$ cat config.mk
export PLATFORM = sky130hd
export DESIGN_NAME = ilda_frame_sequencer
export DESIGN_NICKNAME = d
export VERILOG_FILES = /design/src/rtl/ilda_pkg.sv /design/src/rtl/point_rate_divider.sv /design/src/rtl/ilda_frame_sequencer.sv
export SDC_FILE = /design/constraint.sdc
export NUM_CORES = 1
export LEC_CHECK = 0
export ABC_AREA = 0
export CAP_MARGIN = 10
export CORE_ASPECT_RATIO = 0.5
export CORE_UTILIZATION = 30
export CTS_CLUSTER_SIZE = 10
export DETAILED_ROUTE_END_ITERATION = 6
export GPL_TIMING_DRIVEN = 0
export MAX_ROUTING_LAYER = met4
export REMOVE_ABC_BUFFERS = 1
export SYNTH_ARGS = -nofsm -noshare
export SYNTH_HDL_FRONTEND = slang
export SYNTH_SLANG_ARGS = --single-unit
$ cat constraint.sdc
create_clock -name clk -period 7.7 [get_ports clk]
set_input_delay 1.155 -clock clk [delete_from_list [all_inputs] [get_ports clk]]
set_output_delay 1.155 -clock clk [all_outputs]
set_load 0.05 [all_outputs]
$ cat src/rtl/ilda_pkg.sv
// rtl/ilda_pkg.sv - shared flag positions, state encoding and limits for ILDA playback
package ilda_pkg;

  localparam int LAST_POINT_BIT = 31;
  localparam int LAST_FRAME_BIT = 30;
  localparam int BLANK_BIT      = 29;
  localparam int MIN_PERIOD     = 3;

  typedef enum logic [1:0] {
    ST_IDLE,
    ST_WAIT_TICK,
    ST_READ,
    ST_LATCH
  } seq_state_t;

endpackage

$ cat src/rtl/point_rate_divider.sv
// rtl/point_rate_divider.sv - point-period divider with minimum-period clamp
module point_rate_divider
  import ilda_pkg::*;
#(
  parameter int DIV_W = 16
) (
  input  logic             clk,
  input  logic             rst_n,
  input  logic             clear,
  input  logic [DIV_W-1:0] period,
  output logic             tick
);

  logic [DIV_W-1:0] cnt;
  logic [DIV_W-1:0] period_q;
  logic [DIV_W-1:0] period_eff;

  // Periods shorter than the READ/LATCH pipeline cannot be honoured, so clamp them.
  always_comb begin
    period_eff = period;
    if (period < DIV_W'(MIN_PERIOD)) period_eff = DIV_W'(MIN_PERIOD);
  end

  assign tick = !clear && (cnt == period_q - 1'b1);

  // Count 0..P-1; the period is only re-sampled on reload so a mid-count change never shortens a point.
  always_ff @(posedge clk or negedge rst_n) begin
    if (!rst_n) begin
      cnt      <= '0;
      period_q <= DIV_W'(MIN_PERIOD);
    end else if (clear || tick) begin
      cnt      <= '0;
      period_q <= period_eff;
    end else begin
      cnt <= cnt + 1'b1;
    end
  end

endmodule

$ cat src/rtl/ilda_frame_sequencer.sv
// rtl/ilda_frame_sequencer.sv - paced ILDA point playback with frame repeat and image wrap
module ilda_frame_sequencer
  import ilda_pkg::*;
#(
  parameter int ADDR_W = 11,
  parameter int DATA_W = 32,
  parameter int DIV_W  = 16,
  parameter int RPT_W  = 8
) (
  input  logic              clk,
  input  logic              rst_n,
  input  logic              enable,
  input  logic [DIV_W-1:0]  point_period,
  input  logic [RPT_W-1:0]  frame_repeat,
  input  logic [ADDR_W-1:0] start_addr,
  output logic [ADDR_W-1:0] rom_address,
  input  logic [DATA_W-1:0] rom_dout,
  output logic [DATA_W-1:0] point_data,
  output logic              point_valid,
  output logic              blank,
  output logic              frame_start,
  output logic              busy
);

  seq_state_t        state;
  seq_state_t        state_next;
  logic [ADDR_W-1:0] frame_base;
  logic [RPT_W-1:0]  rpt_cnt;
  logic              first;
  logic              tick;
  logic              div_clear;

  logic [ADDR_W-1:0] next_addr;
  logic [ADDR_W-1:0] next_base;
  logic [RPT_W-1:0]  next_rpt;
  logic              next_first;
  logic              last_point;
  logic              last_frame;
  logic              addr_all_ones;

  assign div_clear     = (state == ST_IDLE);
  assign busy          = (state != ST_IDLE);
  assign last_point    = rom_dout[LAST_POINT_BIT];
  assign last_frame    = rom_dout[LAST_FRAME_BIT];
  assign addr_all_ones = &rom_address;

  point_rate_divider #(
    .DIV_W (DIV_W)
  ) u_divider (
    .clk    (clk),
    .rst_n  (rst_n),
    .clear  (div_clear),
    .period (point_period),
    .tick   (tick)
  );

  // State register.
  always_ff @(posedge clk or negedge rst_n) begin
    if (!rst_n) state <= ST_IDLE;
    else        state <= state_next;
  end

  // Next state: a point already in READ/LATCH always completes before honouring a disable.
  always_comb begin
    state_next = state;
    case (state)
      ST_IDLE:      if (enable) state_next = ST_WAIT_TICK;
      ST_WAIT_TICK: begin
        if (!enable)   state_next = ST_IDLE;
        else if (tick) state_next = ST_READ;
      end
      ST_READ:      state_next = ST_LATCH;
      ST_LATCH:     state_next = enable ? ST_WAIT_TICK : ST_IDLE;
      default:      state_next = ST_IDLE;
    endcase
  end

  // Address sequencing decided from the flags of the point being latched.
  always_comb begin
    next_addr  = rom_address + 1'b1;
    next_base  = frame_base;
    next_rpt   = rpt_cnt;
    next_first = 1'b0;
    if (!last_point) begin
      if (addr_all_ones) begin
        next_addr  = start_addr;
        next_base  = start_addr;
        next_rpt   = '0;
        next_first = 1'b1;
      end
    end else if (rpt_cnt < frame_repeat) begin
      next_rpt   = rpt_cnt + 1'b1;
      next_addr  = frame_base;
      next_first = 1'b1;
    end else begin
      next_rpt   = '0;
      next_first = 1'b1;
      if (last_frame || addr_all_ones) next_addr = start_addr;
      next_base  = next_addr;
    end
  end

  // Output and sequencing registers.
  always_ff @(posedge clk or negedge rst_n) begin
    if (!rst_n) begin
      rom_address <= '0;
      point_data  <= '0;
      point_valid <= 1'b0;
      frame_start <= 1'b0;
      blank       <= 1'b1;
      frame_base  <= '0;
      rpt_cnt     <= '0;
      first       <= 1'b0;
    end else begin
      point_valid <= 1'b0;
      frame_start <= 1'b0;
      case (state)
        ST_IDLE: begin
          rom_address <= start_addr;
          blank       <= 1'b1;
          if (enable) begin
            frame_base <= start_addr;
            rpt_cnt    <= '0;
            first      <= 1'b1;
          end
        end
        ST_LATCH: begin
          point_data  <= rom_dout;
          point_valid <= 1'b1;
          blank       <= rom_dout[BLANK_BIT];
          frame_start <= first;
          first       <= next_first;
          rom_address <= next_addr;
          frame_base  <= next_base;
          rpt_cnt     <= next_rpt;
        end
        default: ;
      endcase
    end
  end

endmodule

* Word level (Yosys, flattened, before mapping) *
Index checks and enable logic that the tools add are counted.

storage, ports and cells
  bits in registers = 100
  bits in latches = 0
  bits in writable memories = 0
  memory bits (read-only) = 0
  input port bits = 70
  output and inout bits = 47
  logic and storage cells = 63
  memories kept = 0

cells by class
  add/subtract/negate cells = 4
  $mul = 0
  div/mod/pow operators = 0
  order comparisons = 2
  eq/ne operators = 7
  shifts and indexed selects = 0
  mux-type cells = 28
  bitwise logic cells = 0
  reductions and logical operators = 11

operator list
  kind                                                                    count
  11-bit 2-to-1 mux                                                       7
  11-bit one-hot mux with 2 select lines                                  2
  16-bit 2-to-1 mux                                                       2
  8-bit 2-to-1 mux                                                        4
  16-bit by 1-bit adder with 16-bit output (second input constant)        1
  16-bit == test                                                          1
  16-bit by 2-bit < comparator with 1-bit output (second input constant)  1
  8-bit one-hot mux with 2 select lines                                   1
  16-bit by 1-bit subtractor with 16-bit output (second input constant)   1
  11-bit by 1-bit adder with 11-bit output (second input constant)        1
  11-bit AND reduction                                                    1
  8-bit by 1-bit adder with 8-bit output (second input constant)          1
  8-bit < comparator                                                      1
  2-bit one-hot mux with 4 select lines                                   1
  1-bit 2-to-1 mux                                                        6
  2-bit 2-to-1 mux                                                        3
  2-bit == test (second input constant)                                   2
  1-bit one-hot mux with 2 select lines                                   2
  2-bit AND reduction                                                     2
  2-bit nonzero test                                                      2
  3-bit by 2-bit != test with 1-bit output (second input constant)        1
  3-bit != test (second input constant)                                   1
  3-bit AND reduction                                                     1
  2-bit by 1-bit == test with 1-bit output (second input constant)        1
  other kinds (5)                                                         6

* Depth between registers and ports, before layout *
Gate-level depths: netlist of the first run.

  depth after elaboration = 6
  gate-level depth with buffers = 13
  depth with buffers taken out = 10

* Hierarchy *
From an unflattened synthesis of the first run, not the netlist that was laid out.

unflattened totals
  cell total of the unflattened synthesis = 571
  area, all modules = 5869.4 µm²

by module, submodules not included
  module                times used  cells an instance  area an instance (µm²)  sequential area each (µm²)
  ilda_frame_sequencer  1           371                3852.4                  1702.9
  point_rate_divider    1           200                2016.9                  803.3

* Least setup slack after synthesis of the first run *
OpenSTA, ideal clock, no wires.

  path type = in2reg
  from = input frame_repeat[1]
  to = register rom_address[9]
  data arrival time = 3.090 ns
  required time = 7.620 ns
  path slack = 4.530 ns
  stages = 10
  path buffers = 1
  cells stage by stage = inv_1 > ha_1 > a21oi_1 > nor2b_1 > o2111ai_1 > a32oi_2 > clkbuf_1 > nand2_1 > or2_2 > a2bb2oi_1

between the ends
  word-level cells in the longest chain between the ends = 4

RTL lines
  item                                    line                         RTL
  start: declaration                      ilda_frame_sequencer.sv:14   input logic [RPT_W-1:0] frame_repeat,
  8-bit < comparator                      ilda_frame_sequencer.sv:91   end else if (rpt_cnt < frame_repeat) begin
  11-bit 2-to-1 mux                       --
  11-bit 2-to-1 mux                       ilda_frame_sequencer.sv:84   if (!last_point) begin
  11-bit one-hot mux with 2 select lines  ilda_frame_sequencer.sv:117  case (state)
  end signal: assignment                  ilda_frame_sequencer.sv:119  rom_address <= start_addr;
  end signal: assignment                  ilda_frame_sequencer.sv:133  rom_address <= next_addr;
  end: declaration                        ilda_frame_sequencer.sv:16   output logic [ADDR_W-1:0] rom_address,

No other way between the ends.
A chain may end at the register's enable or synchronous reset.

* Worst setup path in the final report of the first run *
  from = input frame_repeat[1]
  to = register frame_base[6]

between the ends
  word-level cells in the longest chain between the ends = 4

RTL lines
  item                                    line                         RTL
  8-bit < comparator                      ilda_frame_sequencer.sv:91
  11-bit 2-to-1 mux (2 in series)         --
  11-bit one-hot mux with 2 select lines  --
  end signal: assignment                  ilda_frame_sequencer.sv:122  frame_base <= start_addr;
  end signal: assignment                  ilda_frame_sequencer.sv:134  frame_base <= next_base;
  end: declaration                        ilda_frame_sequencer.sv:27   logic [ADDR_W-1:0] frame_base;

No other way between the ends.

==> results.txt, run 1 <==
- Buffers inserted to repair hold after CTS numbered 0.
- After detailed routing, the average wire length per cell comes to between 15 and 20 µm.
- Number of global-route vias before repair: approximately 4600
- After synthesis the cells add up to ~0.0056 mm².
- In the global route stage, overall resource usage came out at about 16%.
* Global-route wire length before repair: 23.53 mm
* Logic gate share of total power: around 41%
- Highest layer used for signal routing: met4
- Total net switching power: about 0.82 mW
* Sequential power share: between 30% and 40%
- The worst setup path is of the in -> reg kind.
- From left edge to right edge, the die measures 195.0 µm.
- Together, buffers and inverters on the worst path number 2.
- The net count of the finished layout is between 700 and 800.
- The most numerous cell type found on the critical path is sky130_fd_sc_hd__nor2_1.
* Area overhead of the layout relative to synthesis: 30.53%
* Fin Clk Skew: 0.01254 ns
- Die height: slightly below 100 µm
- Summed over all failing endpoints, the final setup total negative slack is 0 ns.
- Global route overflow: 0
- Pins Over Slew Limit: 0
- Clock tree from TritonCTS: built
* Clock latency at the later pin of the worst-skew pair: ~0.35 ns
- The pre-antenna-repair detailed-routing pass consisted of 4 iterations.
- Endpoints failing hold: 0
* Instance count along the most critical hold path: 1
* Launching element type of the critical path: input port
* Count of flip-flops with a built-in enable after synthesis: 0
- Share of power burned in the clock network: between 20% and 30%
- Setup violations remaining at the end of the flow were counted as 0.
- After layout, the minimum clock period comes to around 3.9 ns.
* Total die area: 0.01920 mm²
- Of the cells placed in the final design, the portion with a size suffix greater than 1 is about 12%.
* Top_reg_cell synth: sky130_fd_sc_hd__dfrtp_1
- Counting every instance in the synthesized netlist gives 546.
- After detailed routing, the met2 layer carries about 7.1 mm of wire.
- Deepest clock path buffer count: 2
* Kind of end point of the critical path: register
- Sequential fraction of the synthesis area: 44.87%
- Across the VDD grid, the largest voltage drop is 141.5 µV.
- Sinks on the clock net: 100
- Detailed placement ended at an HPWL of 10.27 mm.
- Core region area: around 0.018 mm²
- Aggregate routed wire length: 14.21 mm
* Flip-flop and latch count after synthesis: 100
- Cell Count, Final, Fillers Out: 893
* Synth top area cells: sky130_fd_sc_hd__dfrtp_1 43%, sky130_fd_sc_hd__mux2_2 8.3%, sky130_fd_sc_hd__xnor2_1 4.1%, sky130_fd_sc_hd__ha_1 3.4%, sky130_fd_sc_hd__o21ai_0 3.3%
* Sum of routed wire segments on met1: 6.505 mm
- Post-synth ARST share: 100.0%
* CTS HTree Levels: 3
* Crit path depth: 10
- Setup repair after global routing left no endpoint under its margin.
* Ratio of total power to cell area: roughly 290 mW/mm²
* Resized cells post-CTS: 0
- Switching power share of the total: approximately two fifths
* Cell row count: 34
* Worst stage delay on the critical path: between 0.9 and 1 ns
* Leakage dissipation: approximately 3 nW
* Family with the most delay on the worst path: compound AO/OA/AOI/OAI gates
- In the post-synthesis netlist, the cell with the most instances is sky130_fd_sc_hd__dfrtp_1.
- The number of different library cells used by synthesis comes to 60.
- Maxcap violations: 0
* Ports: around 120
- The flow ran to the end, and the final reports show no timing, DRC or antenna violations.
* Fmax: between 0.2 and 0.3 GHz
* Port bufs: around 120
- Clock-pin slew reported for the worst setup and hold paths after clock tree synthesis: ~0.07 ns
- Class of the tightest hold or removal check: reg -> reg
* Maximum number of pins on one net before global-route repair: 56
- In this run, CTS created clock tree buffers numbering 9.
- Sequence of cells on the critical path: clkdlybuf4s50_1 > inv_1 > ha_1 > a21oi_1 > nor2b_1 > o2111ai_1 > a32oi_2 > nor2_1 > nor2_1 > a2bb2oi_1
- Initial detailed-routing violation count: ~270
* Antenna violations before repair: 0
* Share of the clock period used by the worst path after layout: roughly 50%
- The number of antenna diodes in the final layout is 0.
- Via-per-instance ratio: slightly above 5
- Fill cell count: roughly 1700
* Average footprint of a synthesized cell: 10.23 µm²
- Transition time of the tightest slew-check pin: 1.193 ns
- For this configuration, the core starts out at a cell density of 31.41%.
- Post-CTS timing repair inserted 0 buffers for setup.
- Top cells by instance count after synthesis: 97 x sky130_fd_sc_hd__dfrtp_1, 41 x sky130_fd_sc_hd__mux2_2, 38 x sky130_fd_sc_hd__nor2_1, 37 x sky130_fd_sc_hd__o21ai_0, 35 x sky130_fd_sc_hd__nand2_1
- Summed over all instances, the cell type with the most area after synthesis is sky130_fd_sc_hd__dfrtp_1.
* Synth top area share: roughly 43%
* Clock root cell: sky130_fd_sc_hd__clkbuf_16
* Worst max-slew margin expressed relative to the limit: between 20 and 25%
- Placed cells: 877
* Total length of routed met3 wires: 475 µm
- For this run, the number of Yosys warnings is 0.
- At the end of routability-driven placement, the weighted congestion stood at slightly above 0.8.
- For this design, the slowest cell found on the critical path is sky130_fd_sc_hd__a32oi_2.
* Critical Path RT: roughly 8 ns
- Internal power comes to approximately 1.3 mW.
* Total number of vias: roughly 4600
* Cells on worst reg2reg path: 11
* Post-detailed-route DRC marker count: 0
- Along the worst path, the maximum fanout reaches 18.
* Critical Path AT: 4.19 ns
- Count of nets left with antenna violations after detail routing: 0
## worst paths after layout
kind / from / to / slack [ns]
worst max-delay path: frame_repeat[1] / frame_base[6]$_DFFE_PN0P_ / 3.78
worst min-delay path: frame_base[10]$_DFFE_PN0P_ / frame_base[10]$_DFFE_PN0P_ / 0.49
worst max register to register: u_divider.period_q[0]$_DFFE_PN1N_ / u_divider.period_q[13]$_DFFE_PN0N_ / 3.98
worst min register to register: frame_base[10]$_DFFE_PN0P_ / frame_base[10]$_DFFE_PN0P_ / 0.49
max in group asynchronous: rst_n / blank$_DFFE_PN1P_ / 6.14
min in group asynchronous: rst_n / u_divider.cnt[12]$_DFF_PN0_ / 0.80
## cell usage in the layout (no fill, tap or decap), types with 4 or more instances in the layout
cell type / Yosys / final
sky130_fd_sc_hd__clkdlybuf4s50_1: 0 / 115
sky130_fd_sc_hd__dfrtp_1: 97 / 97
sky130_fd_sc_hd__mux2_2: 41 / 41
sky130_fd_sc_hd__nor2_1: 38 / 38
sky130_fd_sc_hd__o21ai_0: 37 / 37
sky130_fd_sc_hd__nand2_1: 35 / 35
sky130_fd_sc_hd__a21oi_1: 28 / 28
sky130_fd_sc_hd__inv_1: 26 / 26
sky130_fd_sc_hd__xnor2_1: 26 / 26
sky130_fd_sc_hd__nand3_1: 23 / 23
sky130_fd_sc_hd__xor2_1: 14 / 14
sky130_fd_sc_hd__ha_1: 15 / 14
sky130_fd_sc_hd__mux2_4: 11 / 11
sky130_fd_sc_hd__nor4_1: 9 / 9
sky130_fd_sc_hd__nor3_1: 9 / 9
sky130_fd_sc_hd__mux2i_1: 9 / 9
sky130_fd_sc_hd__clkbuf_16: 0 / 9
sky130_fd_sc_hd__nand2b_1: 8 / 8
sky130_fd_sc_hd__and3_1: 7 / 7
sky130_fd_sc_hd__a22oi_1: 7 / 7
sky130_fd_sc_hd__a2bb2oi_1: 7 / 7
sky130_fd_sc_hd__a31oi_1: 5 / 5
sky130_fd_sc_hd__nor2b_1: 4 / 4
sky130_fd_sc_hd__nor3b_1: 4 / 4
sky130_fd_sc_hd__and4_1: 4 / 4
sky130_fd_sc_hd__o22ai_1: 4 / 4
## flip-flops by register name, summed over array words and instances (netlist names), named ones only
register and cells:
frame_start 1, state 1, point_data 32, blank 1
rpt_cnt 8, u_divider.cnt 16, rom_address 11, point_valid 1
u_divider.period_q 16, frame_base 11, first 1
## cell type report
class | count | area [µm²] | share of cell area (%)
Tap cell | 234 | 292.8 | 4.016
Multi-Input combinational cell | 396 | 2861 | 39.25
Clock inverter | 7 | 58.81 | 0.8066
Clock buffer | 9 | 225.2 | 3.089
Sequential cell | 100 | 2506 | 34.37
Timing Repair Buffer | 120 | 1245 | 17.08
Inverter | 27 | 101.3 | 1.390
## cells by family (layout without fill, tap and decap cells)
family	count (synthesis)	after routing	synth area share [%]
simple gates	157	157	14.31
buf+inv	50	163	3.942
fa+ha+maj	15	15	3.360
xor+xnor	40	40	6.272
compound gates	120	120	13.80
mux	64	64	13.44
flops	100	100	44.87
## through the flow
step / hold slack [ns] / power, mW / util, % / setup slack (ns) / instance area [µm²]
2_1_floorplan: 0.4393 / 1.360 / - / 4.303 / 5466
3_3_place_gp: 0.4588 / 1.607 / 38.92 / 1.464 / 6920
3_5_place_dp: 0.4705 / 1.646 / 39.40 / 3.422 / 7007
4_1_cts: 0.4868 / 2.095 / 41.00 / 3.810 / 7291
5_1_grt: 0.5113 / 2.210 / 41.00 / 3.477 / 7291
6_report: 0.4856 / 2.078 / 41.00 / 3.783 / 7291
## power groups by stage
stage               clock network, mW  registers [mW]  logic [mW]
floorplan                           0           0.856       0.503
global placement                    0           0.793       0.814
detailed placement                  0           0.796       0.850
CTS                             0.453           0.789       0.853
global route                    0.474           0.809       0.926
finish                          0.440           0.790       0.849
## metal layers
layer	vias up	global-route usage (%)
met3	12	2.875
met4	0	4.058
met5	-	-
met2	89	26.48
met1	2283	19.39
li1	2176	-
No activity file was read; power rests on OpenSTA's default activity.
==> run 2: changes to the inputs <==
- clock period: 7.7 -> 3.3 ns (I/O delays scaled with it)
==> results.txt, run 2 (synthesis gave the netlist of run 1 again) <==
- The first global-routing pass estimated about 24 mm of wire.
* Critical Path AT: roughly 3.3 ns
* Clock root cell: sky130_fd_sc_hd__clkbuf_16
- The number of slew-limit violations in the final report is 0.
- Destination of the worst register-to-register timing path: frame_base[8]$_DFFE_PN0P_
* Cell row count: 34
- In the final layout, the registers with the most flip-flops are point_data x32, u_divider.cnt x16, u_divider.period_q x16.
* Detailed-route wire length per cell: between 15 and 20 µm
- Initial detailed-routing violation count: 283
* Total number of vias: about 4600
- The startpoint identified for the worst register-to-register timing path is state[0]$_DFFE_PN0P_.
- Via-per-instance ratio: roughly 5.1
- Routability congestion estimate: a little over 0.8
- Of the available clock period, the critical path in the final layout requires a little over nine tenths.
- Die height: a little under 100 µm
- At the pin with the least slew margin, the transition time is roughly 0.83 ns.
- Number of nets in the finished design: 742
- Ports: around 120
- Total die area: between 0.015 and 0.02 mm²
* Global route overflow: 0
- Critical path type: reg -> reg
* Share of cells above drive strength 1: 13.60%
* Outcome: completed
- Worst max-slew margin expressed relative to the limit: 44.39%
- Port buffering added about 120 buffers.
- The filler cells instantiated in the layout total between 1500 and 2000.
- Before antenna repair, the detailed router went through 5 iterations.
- Maximum number of pins on one net before global-route repair: 56
- Max reg flops: 32
* GRT met1 Usage: between 15 and 20%
* Unrepaired setup endpoints after global routing: no
- Hold-fix buffers at CTS: 0
* Final Util: 41.29%
- The number of antenna diodes in the final layout is 0.
* Deepest clock path buffer count: 2
* Aggregate routed wire length: 14.33 mm
- Post-DP HPWL: 10.27 mm
- Global-route track usage on met3: under 10%
* Maximum fanout along the worst path: 39
- VDD IR max: approximately 310 µV
* Clock tree from TritonCTS: built
- Cells on worst reg2reg path: 7
- Sinks on the clock net: 100
* CTS buffer count: 9
* Maxcap violations: 0
- Leakage dissipation: 3.096 nW
* Fmax: 0.3231 GHz
- Core region area: roughly 0.018 mm²
- Leaving out fill and tap cells, the most frequent cell in the layout is sky130_fd_sc_hd__clkdlybuf4s50_1.
* Leading cell types in the layout, fill and taps excluded: 115 x sky130_fd_sc_hd__clkdlybuf4s50_1, 97 x sky130_fd_sc_hd__dfrtp_1, 41 x sky130_fd_sc_hd__mux2_2
- Antenna violations before repair: 0
- Global routing used about 16% of the available tracks.
- The clock tree synthesis step divided the H-tree into 3 levels.
* Class of the tightest hold or removal check: in -> async
- Kind of end point of the critical path: register
- From synthesis to final layout, the design area changed by 31.45%.
- Met2 demand-to-capacity share in global routing: a little over a quarter
- The setup check on the worst reg-to-reg path leaves a slack of 0.21 ns.
* Launching element type of the critical path: register
* Placed cells: 877
* Die boundary width: between 150 and 200 µm
- The global routing stage identified its most utilized layer as met2.
- Minimum period implied by the final worst setup slack: 3.095 ns
- Setup violations remaining at the end of the flow were counted as 0.
- The via count of the first global-routing pass came to around 4600.
- After clock tree synthesis, the clock-pin slew on the worst setup and hold paths is roughly 0.080 ns.
* Cell Count, Final, Fillers Out: approximately 900
- Fin Clk Skew: between 0.01 and 0.015 ns
- Power spread over the standard cell area amounts to 667.2 mW/mm².
* Count of nets left with antenna violations after detail routing: 0
- Clock latency at the later pin of the worst-skew pair: between 0.3 and 0.4 ns
- The final hold violation count is 0.
* Register bank with the most flops: point_data
- Once the floorplan was initialized, standard cells occupied 31.41% of the core.
- Critical Path RT: 3.53 ns
- In the routed design, unresolved DRC markers number 0.
[run 2: changes by cell type in the layout (fill, tap and decap cells not counted)]
cell / before / now
sky130_fd_sc_hd__a32oi_4: 0 / 1
sky130_fd_sc_hd__or2_4: 0 / 1
sky130_fd_sc_hd__nor2b_2: 0 / 1
sky130_fd_sc_hd__nor2_2: 0 / 2
sky130_fd_sc_hd__buf_4: 1 / 4
sky130_fd_sc_hd__nor2_1: 38 / 35
sky130_fd_sc_hd__a32oi_2: 1 / 0
sky130_fd_sc_hd__nor2_4: 0 / 1
sky130_fd_sc_hd__nor2b_1: 4 / 3
sky130_fd_sc_hd__or2_1: 1 / 0
[run 2: metrics by stage]
step | total power, mW | cell area (µm²) | hold WS (ns) | setup WS, ns | TNS [ns]
2_1_floorplan | 3.173 | 5466 | 0.1994 | -0.09678 | -0.1175
3_3_place_gp | 3.750 | 6920 | 0.4588 | -2.276 | -285.61
3_5_place_dp | 3.841 | 7007 | 0.4705 | -0.4002 | -8.297
4_1_cts | 4.923 | 7318 | 0.1706 | 0.07030 | 0
5_1_grt | 5.197 | 7342 | 0.1855 | 0.01404 | 0
6_report | 4.899 | 7342 | 0.1436 | 0.2050 | 0
[run 2: area by class of cell]
class                      count  area, µm²  area share, %
inverter                      27      101.3          1.380
timing repair buffer         123       1267          17.26
clock inverter                 7      58.81         0.8010
sequential                   100       2506          34.13
clock buffer                   9      225.2          3.067
multi-input combinational    396       2890          39.37
tap                          234      292.8          3.988
[run 2: how the worst max path moves through the flow]
stage / startpoint / end / slack (ns) / cells past startpoint
6_report: state[0]$_DFFE_PN0P_ / frame_base[8]$_DFFE_PN0P_ / 0.21 / 7
4_1_cts: frame_repeat[1] / frame_base[6]$_DFFE_PN0P_ / 0.07 / 10
3_5_place_dp: u_divider.period_q[0]$_DFFE_PN1N_ / u_divider.period_q[13]$_DFFE_PN0N_ / -0.40 / 11
3_3_place_gp: rst_n / frame_base[4]$_DFFE_PN0P_ / -2.28 / 1
5_1_grt: state[0]$_DFFE_PN0P_ / frame_base[6]$_DFFE_PN0P_ / 0.01 / 7
2_1_floorplan: state[0]$_DFFE_PN0P_ / rom_address[9]$_DFFE_PN0P_ / -0.1 / 6
[run 2: metal layers]
layer | share of wire [%] | vias to the layer above
li1 | - | 2189
met1 | 46 | 2300
met2 | 50 | 82
met3 | 2.9 | 10
met4 | 0.98 | 0
met5 | 0 | -
[run 2: where the power goes]
group | switching [mW] | total, mW | internal [mW]
logic | 1.09 | 2.02 | 0.935
registers | 0.341 | 1.84 | 1.50
clock network | 0.506 | 1.03 | 0.524
total | 1.94 | 4.90 | 2.96
[run 2: worst max-delay path, cell delays in order, from the launching register on]
cell                        delay (ns)
sky130_fd_sc_hd__dfrtp_1          0.43
sky130_fd_sc_hd__ha_2             0.25
sky130_fd_sc_hd__buf_12           0.23
sky130_fd_sc_hd__clkinv_1         0.55
sky130_fd_sc_hd__nor2_2           0.52
sky130_fd_sc_hd__a21o_1           0.59
sky130_fd_sc_hd__nor2_1           0.21
sky130_fd_sc_hd__a2bb2oi_1        0.18
[run 2: repair_timing]
item / CTS / global route
setup buffers: 3 / 0
setup endpoints to repair: 25 / 27
resized for setup: 3 / 5
pin swaps: 1 / 1
==> run 3: changes to the inputs <==
- CTS_CLUSTER_DIAMETER: unset -> 80
==> results of run 3 <==
Same layout as run 2: the final DEF is identical, and so are final timing and power.
